$ cat config.mk
export PLATFORM = sky130hd
export DESIGN_NAME = scroll_msg_display
export DESIGN_NICKNAME = d
export VERILOG_FILES = /design/src/rtl/scroll_msg_display.sv
export SDC_FILE = /design/constraint.sdc
export NUM_CORES = 1
export LEC_CHECK = 0
export ABC_AREA = 0
export BUFFER_PORTS_ARGS = -buffer_cell sky130_fd_sc_hd__buf_2
export CAP_MARGIN = 0
export CORE_ASPECT_RATIO = 0.8
export CORE_UTILIZATION = 45
export CTS_CLUSTER_SIZE = 20
export DETAILED_ROUTE_END_ITERATION = 8
export GPL_ROUTABILITY_DRIVEN = 0
export GPL_TIMING_DRIVEN = 0
export SLEW_MARGIN = 30
export SYNTH_ARGS = -nofsm -noshare
export SYNTH_HDL_FRONTEND = slang
export SYNTH_SLANG_ARGS = --single-unit
$ cat constraint.sdc
create_clock -name clk -period 16.4 [get_ports clk]
set_input_delay 3.28 -clock clk [delete_from_list [all_inputs] [get_ports clk]]
set_output_delay 3.28 -clock clk [all_outputs]
set_load 0.005 [all_outputs]
$ cat src/rtl/scroll_msg_display.sv
// Scrolling-message engine for multiplexed 7-segment displays: message buffer,
// blanked anode refresh, debounced manual stepping and timed auto-scroll.
module scroll_msg_display #(
  parameter int         NUM_DIGITS  = 4,
  parameter int         MSG_LEN     = 16,
  parameter int         REFRESH_DIV = 1024,
  parameter int         SCROLL_DIV  = 25_000_000,
  parameter int         DEB_CYCLES  = 500_000,
  parameter logic [5:0] BLANK       = 6'h3F,
  localparam int        OW          = (MSG_LEN > 1) ? $clog2(MSG_LEN) : 1
) (
  input  logic                  clk,
  input  logic                  reset,
  input  logic                  step_btn,
  input  logic                  auto_mode,
  input  logic                  dir,
  input  logic                  msg_we,
  input  logic [OW-1:0]         msg_addr,
  input  logic [5:0]            msg_data,
  output logic [NUM_DIGITS-1:0] an,
  output logic [5:0]            char,
  output logic [OW-1:0]         offset
);

  localparam int SW = $clog2(REFRESH_DIV);
  localparam int DW = $clog2(NUM_DIGITS);
  localparam int TW = $clog2(SCROLL_DIV);
  localparam int CW = (DEB_CYCLES > 1) ? $clog2(DEB_CYCLES) : 1;

  localparam logic [SW-1:0] SLOT_LAST = SW'(REFRESH_DIV - 1);
  localparam logic [DW-1:0] DIG_LAST  = DW'(NUM_DIGITS - 1);
  localparam logic [TW-1:0] SCR_LAST  = TW'(SCROLL_DIV - 1);
  localparam logic [CW-1:0] DEB_LAST  = CW'(DEB_CYCLES - 1);
  localparam logic [OW-1:0] OFF_LAST  = OW'(MSG_LEN - 1);
  localparam logic [OW:0]   LEN_W     = (OW+1)'(MSG_LEN);

  logic [SW-1:0] slot_q, slot_d;
  logic [DW-1:0] digit_q, digit_d;
  logic [5:0]    char_q, char_d;
  logic [5:0]    msg_q [MSG_LEN];
  logic [5:0]    msg_d [MSG_LEN];
  logic          sync1_q, sync2_q;
  logic          deb_q, deb_d, deb_prev_q;
  logic [CW-1:0] deb_cnt_q, deb_cnt_d;
  logic          auto_prev_q;
  logic [TW-1:0] scr_q, scr_d;
  logic [OW-1:0] offset_q, offset_d;

  logic [OW:0]   rd_sum;
  logic [OW-1:0] rd_idx;
  logic          step_pulse;
  logic          step;

  always_comb begin
    slot_d  = (slot_q == SLOT_LAST) ? '0 : slot_q + SW'(1);
    digit_d = digit_q;
    if (slot_q == SLOT_LAST) begin
      digit_d = (digit_q == DIG_LAST) ? '0 : digit_q + DW'(1);
    end

    // Leftmost digit (highest index) shows msg[offset]; the sum never reaches 2*MSG_LEN.
    rd_sum = {1'b0, offset_q} + (OW+1)'(NUM_DIGITS - 1) - (OW+1)'(digit_q);
    rd_idx = (rd_sum >= LEN_W) ? OW'(rd_sum - LEN_W) : OW'(rd_sum);

    char_d = char_q;
    if (slot_q == '0) begin
      char_d = msg_q[rd_idx];
    end

    msg_d = msg_q;
    if (msg_we && ({1'b0, msg_addr} < LEN_W)) begin
      msg_d[msg_addr] = msg_data;
    end

    an = '1;
    if ((slot_q != '0) && (slot_q != SLOT_LAST)) begin
      an[digit_q] = 1'b0;
    end

    deb_d     = deb_q;
    deb_cnt_d = '0;
    if (sync2_q != deb_q) begin
      if (deb_cnt_q == DEB_LAST) begin
        deb_d = ~deb_q;
      end else begin
        deb_cnt_d = deb_cnt_q + CW'(1);
      end
    end
    step_pulse = deb_q & ~deb_prev_q;

    // A mode change restarts the scroll timer and swallows any step in that cycle.
    step  = 1'b0;
    scr_d = '0;
    if (auto_mode == auto_prev_q) begin
      if (auto_mode) begin
        if (scr_q == SCR_LAST) begin
          step = 1'b1;
        end else begin
          scr_d = scr_q + TW'(1);
        end
      end else begin
        step = step_pulse;
      end
    end

    offset_d = offset_q;
    if (step) begin
      if (dir) begin
        offset_d = (offset_q == '0) ? OFF_LAST : offset_q - OW'(1);
      end else begin
        offset_d = (offset_q == OFF_LAST) ? '0 : offset_q + OW'(1);
      end
    end
  end

  always_ff @(posedge clk or posedge reset) begin
    if (reset) begin
      slot_q      <= '0;
      digit_q     <= '0;
      char_q      <= BLANK;
      for (int i = 0; i < MSG_LEN; i++) begin
        msg_q[i] <= BLANK;
      end
      sync1_q     <= 1'b0;
      sync2_q     <= 1'b0;
      deb_q       <= 1'b0;
      deb_prev_q  <= 1'b0;
      deb_cnt_q   <= '0;
      auto_prev_q <= 1'b0;
      scr_q       <= '0;
      offset_q    <= '0;
    end else begin
      slot_q      <= slot_d;
      digit_q     <= digit_d;
      char_q      <= char_d;
      msg_q       <= msg_d;
      sync1_q     <= step_btn;
      sync2_q     <= sync1_q;
      deb_q       <= deb_d;
      deb_prev_q  <= deb_q;
      deb_cnt_q   <= deb_cnt_d;
      auto_prev_q <= auto_mode;
      scr_q       <= scr_d;
      offset_q    <= offset_d;
    end
  end

  assign char   = char_q;
  assign offset = offset_q;

endmodule

==> impl_metrics.ini, run 1 <==
[timing]
finalWorstSetupSlack_ns = 10.86
setup_viol = 0
maxSlewViolCount = 0
slew_headroom_pct = 36.6
min_period_ns = 5.54
fmax_mhz = 181
hold_violations = 0
grt_setup_unrepaired = no
fin_skew_ns = 0.00818
tightest_slew_ns = 0.951
fin_crit_sh_pct = 33.8
setup_tns_ns = 0

[synth]
netlist_area_sq_mm = 0.00825
seq_area_frac_synth_pct = 52.2
synth.distinct_cells = 52
synth.net_count = 685
ys_async_sr_fraction_pct = 100
syn_avg_cell_area_sq_um = 12.6
synth_top_area_cell = dfstp_2
ys_warn_count = 0
netlist.area_leader.share_pct = 32.5
synth_common_cells = dfstp_2, mux2_2, dfrtp_1, nor2_1, nand2_1
ys_top_cells_by_area = dfstp_2, dfrtp_1, mux2_2
synth_cells = 654
synthFlopType = dfstp_2
synth_edf_count = 0
synth.most_common_cell = dfstp_2
synth_seq_cells = 167

[global_route]
grt_pass1_vias = 5344
grt_antenna_before_repair = 0
grt_max_degree = 63
grtUsageTotal_pct = 19.5
gr-total-overflow = 0
grt_pass1_wl_microns = 28100

[place]
hpwl_microns = 11900
place_ws_ns = 10.94
port_buffers = 28

[worst_setup_path]
cp.buffers_inverters = 1
r2r_slack_ns = 12.91
crit_path_max_incr_delay_ns = 0.59
end_kind = primary output
start_kind = flop
path_cells = ha_1 -> nand3_1 -> nor3_2 -> nor2_1 -> nand2_1 -> buf_2
cp.depth = 6
worst_ep_arrival_time_ns = 2.26
critical-path-top-delay-family = simple AND/OR/NAND/NOR gates
cp.required_ns = 13.12
r2r_cells = 10
cpMaxStageDelayCell = nor3_2
r2r_start = offset[1]$_DFFE_PP0P_
critPathKind = flop to primary output
worst-path-max-fanout = 10
r2r_end = char[5]$_DFFE_PP1N_

[power]
switchingPower_mw = 0.257
peakVddDrop_v = 0.0000613
internal_power_mw = 0.779
power.share.sequential_pct = 51.6
switching_share_pct = 24.8
pwr-share-clk_pct = 37.8
p_per_area_mw_per_mm2 = 111
share_comb_of_total_power_pct = 10.6
leakagePower_nw = 3.59

[floorplan]
die_y_microns = 123
core_sq_mm = 0.0176
start_util_pct = 46.8
die_area_sq_mm = 0.0189
dieWidth_microns = 153
num_io_pins = 30
row_count = 43

[routing]
drcViolationCount = 0
wl_per_cell_microns = 18.2
vias = 5247
dr.pass1.iters = 4
drt_iter0_markers = 309
ant_nets = 0
drt_wl_total_microns = 17100
viasPerCell = 5.58

[cells_and_area]
drive_above_1_share_pct = 44.8
register_area_sq_mm = 0.00431
layout.nets = 734
nFillCells = 1476
syn2layout_area_growth_pct = 13.0
diodes = 0
multiInputGateArea_sq_mm = 0.00373

[clock_network]
htreeDepth = 4
clock-sinks = 167
clk_pin_slew_worst_paths_ns = 0.07
cts_resized = 0
clock_latency_ns = 0.43
ctsRootBufferMaster = clkbuf_16
cts_tree = built
cts_buffer_depth = 2
post-cts-setup-buffers = 0
ctsHoldBuffers = 0
cts_buffers = 17

[run_status]
status = complete, no violations

[hold_path]
hold_depth = 0
worstHoldEndpoint = sync2_q$_DFF_PP0_
min-delay-start = sync1_q$_DFF_PP0_
hp-class = flop to flop

[run]
drv_cap = 0
==> power by group through the flow <==
stage	logic (mW)	clock network [mW]	registers [mW]
6_report	0.110	0.391	0.535
5_1_grt	0.121	0.420	0.543
4_1_cts	0.112	0.402	0.535
3_5_place_dp	0.112	0	0.541
3_3_place_gp	0.106	0	0.538
2_1_floorplan	0.0901	0	0.531
==> kinds of logic after synthesis <==
kind of cell / share of synthesized area, %
multiplexers: 22.0
adder cells (fa/ha/maj): 2.37
AND/OR/NAND/NOR: 12.8
AO/OA/AOI/OAI: 4.41
buffers and inverters: 2.68
flip-flops: 52.2
XOR/XNOR: 3.50
==> flip-flops by register name, summed over array words and instances, names as in the netlist <==
signal,cells
digit_q,2
deb_cnt_q,19
auto_prev_q,1
sync1_q,1
deb_q,1
msg_q,96
sync2_q,1
scr_q,25
offset,4
slot_q,10
char,6
deb_prev_q,1
==> placed cells by master, fill, tap and decap left out, types with 7 or more instances in the layout <==
cell / instances
nand3_1: 24
clkbuf_16: 17
mux4_2: 25
dfrtp_1: 65
a21oi_1: 23
o31ai_1: 10
dfstp_2: 102
clkbuf_1: 17
ha_1: 14
nand2b_1: 7
buf_2: 33
nor2_1: 50
nand2_1: 29
inv_1: 20
nor4_1: 7
nor3_1: 8
inv_8: 7
nand4_1: 13
mux2_2: 100
o21ai_0: 10
or4_1: 11
nor2_2: 10
xor2_1: 10
mux2i_1: 13
xnor2_1: 23
or3_1: 9
==> worst max path at each step <==
stage	startpoint	endpoint	slack (ns)
after floorplan	reset	auto_prev_q$_DFF_PP0_	8.77
after global placement	reset	slot_q[8]$_DFF_PP0_	7.00
after detailed placement	slot_q[0]$_DFF_PP0_	an[2]	10.94
after CTS	slot_q[0]$_DFF_PP0_	an[2]	10.46
after global routing	slot_q[0]$_DFF_PP0_	an[2]	10.69
final	slot_q[0]$_DFF_PP0_	an[2]	10.86
==> area by class of cell <==
class	instances	share of cell area, %
buffer	28	1.53
clock buffer	17	4.56
clock inverter	15	1.72
inverter	21	0.926
multi-input combinational	438	40.0
sequential	167	46.2
tap	225	3.02
timing repair buffer	30	2.09
==> worst register-to-register path: stages (launching register included) <==
cell	delay (ns)
dfrtp_1	0.47
ha_1	0.32
ha_1	0.13
inv_1	0.04
fa_1	0.49
clkbuf_1	0.37
clkbuf_1	0.67
mux4_2	0.40
mux2_2	0.27
a21oi_1	0.16
a21oi_1	0.09
==> stage by stage <==
stage | hold WS (ns) | area (sq um) | util (%) | power, mW | std cells
floorplan | 0.331 | 8250 | - | 0.621 | 654
global placement | 0.336 | 8670 | 49.1 | 0.643 | 907
detailed placement | 0.336 | 8740 | 49.5 | 0.653 | 909
CTS | 0.353 | 9320 | 52.8 | 1.05 | 941
global route | 0.355 | 9330 | 52.9 | 1.08 | 941
finish | 0.349 | 9330 | 52.9 | 1.04 | 941
==> routing by layer <==
layer	vias to the layer above	GRT usage (%)	part of all wire, %
li1	2481	-	-
met1	2679	27.9	50
met2	76	30.6	46
met3	11	3.79	3.3
met4	0	5.31	0.70
met5	-	0	0
(Power assumes the default switching activity.)
==> run 2: changes to the inputs <==
==> constraint.sdc (replaced) <==
create_clock -name clk -period 4.6 [get_ports clk]
set_input_delay 0.92 -clock clk [delete_from_list [all_inputs] [get_ports clk]]
set_output_delay 0.92 -clock clk [all_outputs]
set_load 0.005 [all_outputs]
==> run 2 against run 1 <==
Compared with the run above:
- critical path depth rose by 4
- non-clock buffer count rose by 4
- largest cell class unchanged
- power rose to 3.7 times the previous value
- first-iteration DRC count fell by 0.32%
- highest routed layer unchanged
- largest power group unchanged
- global-route usage rose by 0.90 points
- register-to-register slack got worse by 12 ns
- clock power rose to 3.8 times the previous value
- via count rose by 0.65%
- final cell count rose by 0.43%
- final area rose by 1.1%
- die area did not move
- critical endpoint is now char[5]$_DFFE_PP1N_
- worst hold slack improved by 0.0084 ns
==> impl_metrics.ini, run 2 (synthesis results as in run 1) <==
[run_status]
status = complete, no violations

[cells_and_area]
fin_util_pct = 53.4
layout_common_cells = dfstp_2, mux2_2, dfrtp_1
layout.nets = 738
top_regs = msg_q (96), scr_q (25), deb_cnt_q (19)
top_register = msg_q
syn2layout_area_growth_pct = 14.2
mostFrequentLayoutCell = dfstp_2
drive_above_1_share_pct = 45.1
largest_reg_flops = 96
diodes = 0

[clock_network]
ctsRootBufferMaster = clkbuf_16
cts_buffer_depth = 2
clock_latency_ns = 0.43
clk_pin_slew_worst_paths_ns = 0.07
ctsHoldBuffers = 0
cts_tree = built
cts_resized = 0
cts_buffers = 17
post-cts-setup-buffers = 0
clock-sinks = 167
htreeDepth = 4

[routing]
wl_per_cell_microns = 18.6
top_layer_used = met4
route.met3.wl_microns = 848
viasPerCell = 5.59
drcViolationCount = 0
wl_met1_microns = 8360
drt_wl_total_microns = 17600
ant_nets = 0
wl_met2_microns = 8180
drt_iter0_markers = 308
dr.pass1.iters = 4
vias = 5281

[timing]
hold_violations = 0
fin_skew_ns = 0.00794
holdWs_ns = 0.357
fmax_mhz = 286
slew_headroom_pct = 37.1
grt_setup_unrepaired = no
setup_viol = 0
min_period_ns = 3.50
tightest_slew_ns = 0.944
setup_tns_ns = 0
maxSlewViolCount = 0
fin_crit_sh_pct = 76.1

[power]
fin_total_pwr_mw = 3.79
leakagePower_nw = 3.64
pwr-share-clk_pct = 39.0
internal_power_mw = 2.90
peakVddDrop_v = 0.000245
share_comb_of_total_power_pct = 10.6
switchingPower_mw = 0.890
switching_share_pct = 23.5
p_per_area_mw_per_mm2 = 402
power.share.sequential_pct = 50.4

[hold_path]
hold_depth = 0
hp-class = flop to flop

[global_route]
grt_max_degree = 34
gr-total-overflow = 0
grt_pass1_wl_microns = 29200
grtUsageTotal_pct = 20.4
grt_pass1_vias = 5507
grt_antenna_before_repair = 0

[worst_setup_path]
r2r_cells = 10
cpMaxStageDelayCell = clkbuf_1
path_cells = ha_1 -> ha_1 -> inv_1 -> fa_1 -> clkbuf_1 -> clkbuf_1 -> mux4_2 -> mux2_2 -> a21oi_1 -> a21oi_1
cp.required_ns = 4.96
worst-path-max-fanout = 10
critPathKind = flop to flop
worst_ep_arrival_time_ns = 3.86
start_kind = flop
crit_path_max_incr_delay_ns = 0.66
end_kind = flop

[place]
port_buffers = 28
hpwl_microns = 12400

[floorplan]
row_count = 43
core_sq_mm = 0.0176
die_area_sq_mm = 0.0189
die_y_microns = 123
dieWidth_microns = 153
num_io_pins = 30
start_util_pct = 46.8

[run]
drv_cap = 0
## run 2: cell types whose count changed in the layout (fill, tap and decap cells not counted)
cell,delta
inv_8,-5
clkbuf_16,+2
clkinv_4,-3
bufinv_16,+1
clkinv_8,-2
clkbuf_8,+1
clkinvlp_4,+1
buf_16,-1
clkinv_2,+1
inv_6,+4
buf_12,+5
## run 2: area by class of cell
type                            count  area [sq um]
Clock inverter                     12           126
Inverter                           21          82.6
Sequential cell                   167          4310
Fill cell                        1494          8220
Buffer                             28           143
Timing Repair Buffer               34           268
Multi-Input combinational cell    438          3730
Tap cell                          225           282
Clock buffer                       20           489
## run 2: through the flow
| step | area [sq um] | instances | setup slack, ns |
|---|---|---|---|
| after global routing | 9430 | 945 | 0.942 |
| after global placement | 8680 | 907 | 0.647 |
| after CTS | 9420 | 945 | 1.09 |
| after floorplan | 8260 | 654 | 1.64 |
| final | 9430 | 945 | 1.10 |
| after detailed placement | 8800 | 913 | 1.12 |
## run 2: power by group through the flow
stage,Sequential [mW],Clock (mW),Combinational (mW)
2_1_floorplan,1.89,0,0.321
3_3_place_gp,1.92,0,0.377
3_5_place_dp,1.93,0,0.406
4_1_cts,1.91,1.52,0.407
5_1_grt,1.94,1.57,0.440
6_report,1.91,1.48,0.401
## run 2: metal layers
metal | vias to the layer above | track usage, %
li1 | 2474 | -
met1 | 2714 | 28.3
met2 | 77 | 32.2
met3 | 16 | 4.07
met4 | 0 | 7.12
met5 | - | 0
## run 2: final timing paths
kind / start / endpoint / slack (ns)
worst min register to register: sync1_q$_DFF_PP0_ / sync2_q$_DFF_PP0_ / 0.36
min in group asynchronous: reset / sync1_q$_DFF_PP0_ / 0.44
worst max-delay path: offset[1]$_DFFE_PP0P_ / char[5]$_DFFE_PP1N_ / 1.10
worst min-delay path: sync1_q$_DFF_PP0_ / sync2_q$_DFF_PP0_ / 0.36
max in group asynchronous: reset / msg_q[77]$_DFFE_PP1P_ / 2.83
worst max register to register: offset[1]$_DFFE_PP0P_ / char[5]$_DFFE_PP1N_ / 1.10
## run 2: worst max-delay path, delay by kind of cell, from the launching register on
| family | cells | cell delay [ns] |
|---|---|---|
| AO/OA/AOI/OAI | 2 | 0.24 |
| adder cells (fa/ha/maj) | 3 | 0.94 |
| buffers and inverters | 3 | 1.09 |
| flip-flops | 1 | 0.47 |
| multiplexers | 2 | 0.67 |
==> run 3: changes to the inputs <==
==> constraint.sdc (replaced) <==
create_clock -name clk -period 3.5 [get_ports clk]
set_input_delay 0.7 -clock clk [delete_from_list [all_inputs] [get_ports clk]]
set_output_delay 0.7 -clock clk [all_outputs]
set_load 0.005 [all_outputs]
==> run 3 against run 2 <==
Compared with the run above:
- final area is essentially flat
- flip-flop and latch count is the same
- combinational power grew 31%
- count of clock-buffer cells in the layout is the same
- setup slack lost 0.73 ns
- routed wire length shrank 0.27%
- worst hold slack lost 0.14 ns
- sequential power grew 31%
- highest routed layer unchanged
==> impl_metrics.ini, run 3 (synthesis results as in run 1) <==
[run_status]
status = complete, no violations

[worst_setup_path]
crit_path_max_incr_delay_ns = 0.73
cpMaxStageDelayCell = fa_1
startpoint = offset[1]$_DFFE_PP0P_
cp.required_ns = 3.84
start_kind = flop
r2r_end = char[3]$_DFFE_PP1N_
cp.depth = 8
end_kind = flop
worst-path-max-fanout = 10
critPathMostFrequentCell = ha_1
critPathKind = flop to flop
path_cells = ha_1 -> ha_1 -> inv_1 -> fa_1 -> clkbuf_4 -> mux4_2 -> mux2i_1 -> o221ai_1
r2r_start = offset[1]$_DFFE_PP0P_
endpoint = char[3]$_DFFE_PP1N_
r2r_slack_ns = 0.37
r2r_cells = 8
cp.buffers_inverters = 2
critical-path-top-delay-family = adder cells
worst_ep_arrival_time_ns = 3.46

[clock_network]
clock-sinks = 167
cts_buffer_depth = 2
cts_tree = built
cts_buffers = 17
clk_pin_slew_worst_paths_ns = 0.07
htreeDepth = 4
ctsRootBufferMaster = clkbuf_16
clock_latency_ns = 0.43
ctsHoldBuffers = 0

[cells_and_area]
layout_common_cells = dfstp_2, mux2_2, dfrtp_1
layout.nets = 736
syn2layout_area_growth_pct = 14.2
mostFrequentLayoutCell = dfstp_2
diodes = 0
nFillCells = 1493
fin_util_pct = 53.4
top_register = msg_q
drive_above_1_share_pct = 45.4
top_regs = msg_q (96), scr_q (25), deb_cnt_q (19)
largest_reg_flops = 96

[power]
leakagePower_nw = 3.64
peakVddDrop_v = 0.000321
fin_total_pwr_mw = 4.98
p_per_area_mw_per_mm2 = 529

[timing]
maxSlewViolCount = 0
min_period_ns = 3.13
finalWorstSetupSlack_ns = 0.374
fin_crit_sh_pct = 89.3
fin_skew_ns = 0.00773
tightest_slew_ns = 0.931
hold_violations = 0
grt_setup_unrepaired = no
slew_headroom_pct = 37.9
fmax_mhz = 320
setup_viol = 0

[place]
hpwl_microns = 12400
place_ws_ns = 0.0223
port_buffers = 28

[floorplan]
die_y_microns = 123
die_area_sq_mm = 0.0189
dieWidth_microns = 153
num_io_pins = 30
core_sq_mm = 0.0176
row_count = 43
start_util_pct = 46.8

[global_route]
grt_pass1_vias = 5507
grt_antenna_before_repair = 0
grtUsageTotal_pct = 20.4
gr-total-overflow = 0
grt_pass1_wl_microns = 29200
grt_max_degree = 34

[routing]
vias = 5315
dr.pass1.iters = 5
viasPerCell = 5.64
ant_nets = 0
wl_per_cell_microns = 18.6
drt_wl_total_microns = 17500
drcViolationCount = 0
drt_iter0_markers = 319

[run]
drv_cap = 0

[hold_path]
hp-class = input port to async pin
[run 3: repair_timing]
action	4_1_cts	5_1_grt
endpoints found under the setup margin	1	4
resized for setup	1	1
setup buffers	0	0
[run 3: how the worst min path moves through the flow]
stage                              to  slack, ns  depth (start not counted)
global placement    sync2_q$_DFF_PP0_       0.34                          0
floorplan           sync2_q$_DFF_PP0_       0.33                          0
finish              sync1_q$_DFF_PP0_       0.22                          2
CTS                 sync1_q$_DFF_PP0_       0.21                          2
global route        sync1_q$_DFF_PP0_       0.23                          2
detailed placement  sync2_q$_DFF_PP0_       0.35                          0
[run 3: worst reg2reg max path: cells and delay by family, from the launching register on]
family          cells  cell delay (ns)
buf+inv             2             0.44
mux                 2             0.77
flops               1             0.47
compound gates      1             0.16
fa+ha+maj           3             1.20
[run 3: report_power, final]
group	switching [mW]	internal, mW
sequential	0.131	2.38
clock	0.836	1.11
combinational	0.203	0.324
[run 3: routing by layer]
layer	up-vias	share of wire [%]	track usage, %
met5	-	0	0
met2	62	47	32.2
met3	18	2.9	4.07
met1	2758	49	28.3
li1	2477	-	-
met4	0	1.1	7.12
[run 3: layout make-up]
cell class / count / area [sq um] / area share (%)
timing repair buffer: 34 / 268 / 2.84
clock buffer: 20 / 489 / 5.19
multi-input combinational: 438 / 3730 / 39.6
sequential: 167 / 4310 / 45.7
tap: 225 / 282 / 2.99
inverter: 21 / 82.6 / 0.876
buffer: 26 / 139 / 1.47
clock inverter: 12 / 126 / 1.34
[run 3: per-stage QoR]
stage / cells / cell area, sq um / TNS, ns / hold slack (ns)
CTS: 945 / 9420 / 0 / 0.214
global route: 943 / 9420 / 0 / 0.231
finish: 943 / 9420 / 0 / 0.219
floorplan: 654 / 8260 / 0 / 0.331
global placement: 907 / 8680 / -14.18 / 0.337
detailed placement: 913 / 8800 / 0 / 0.350
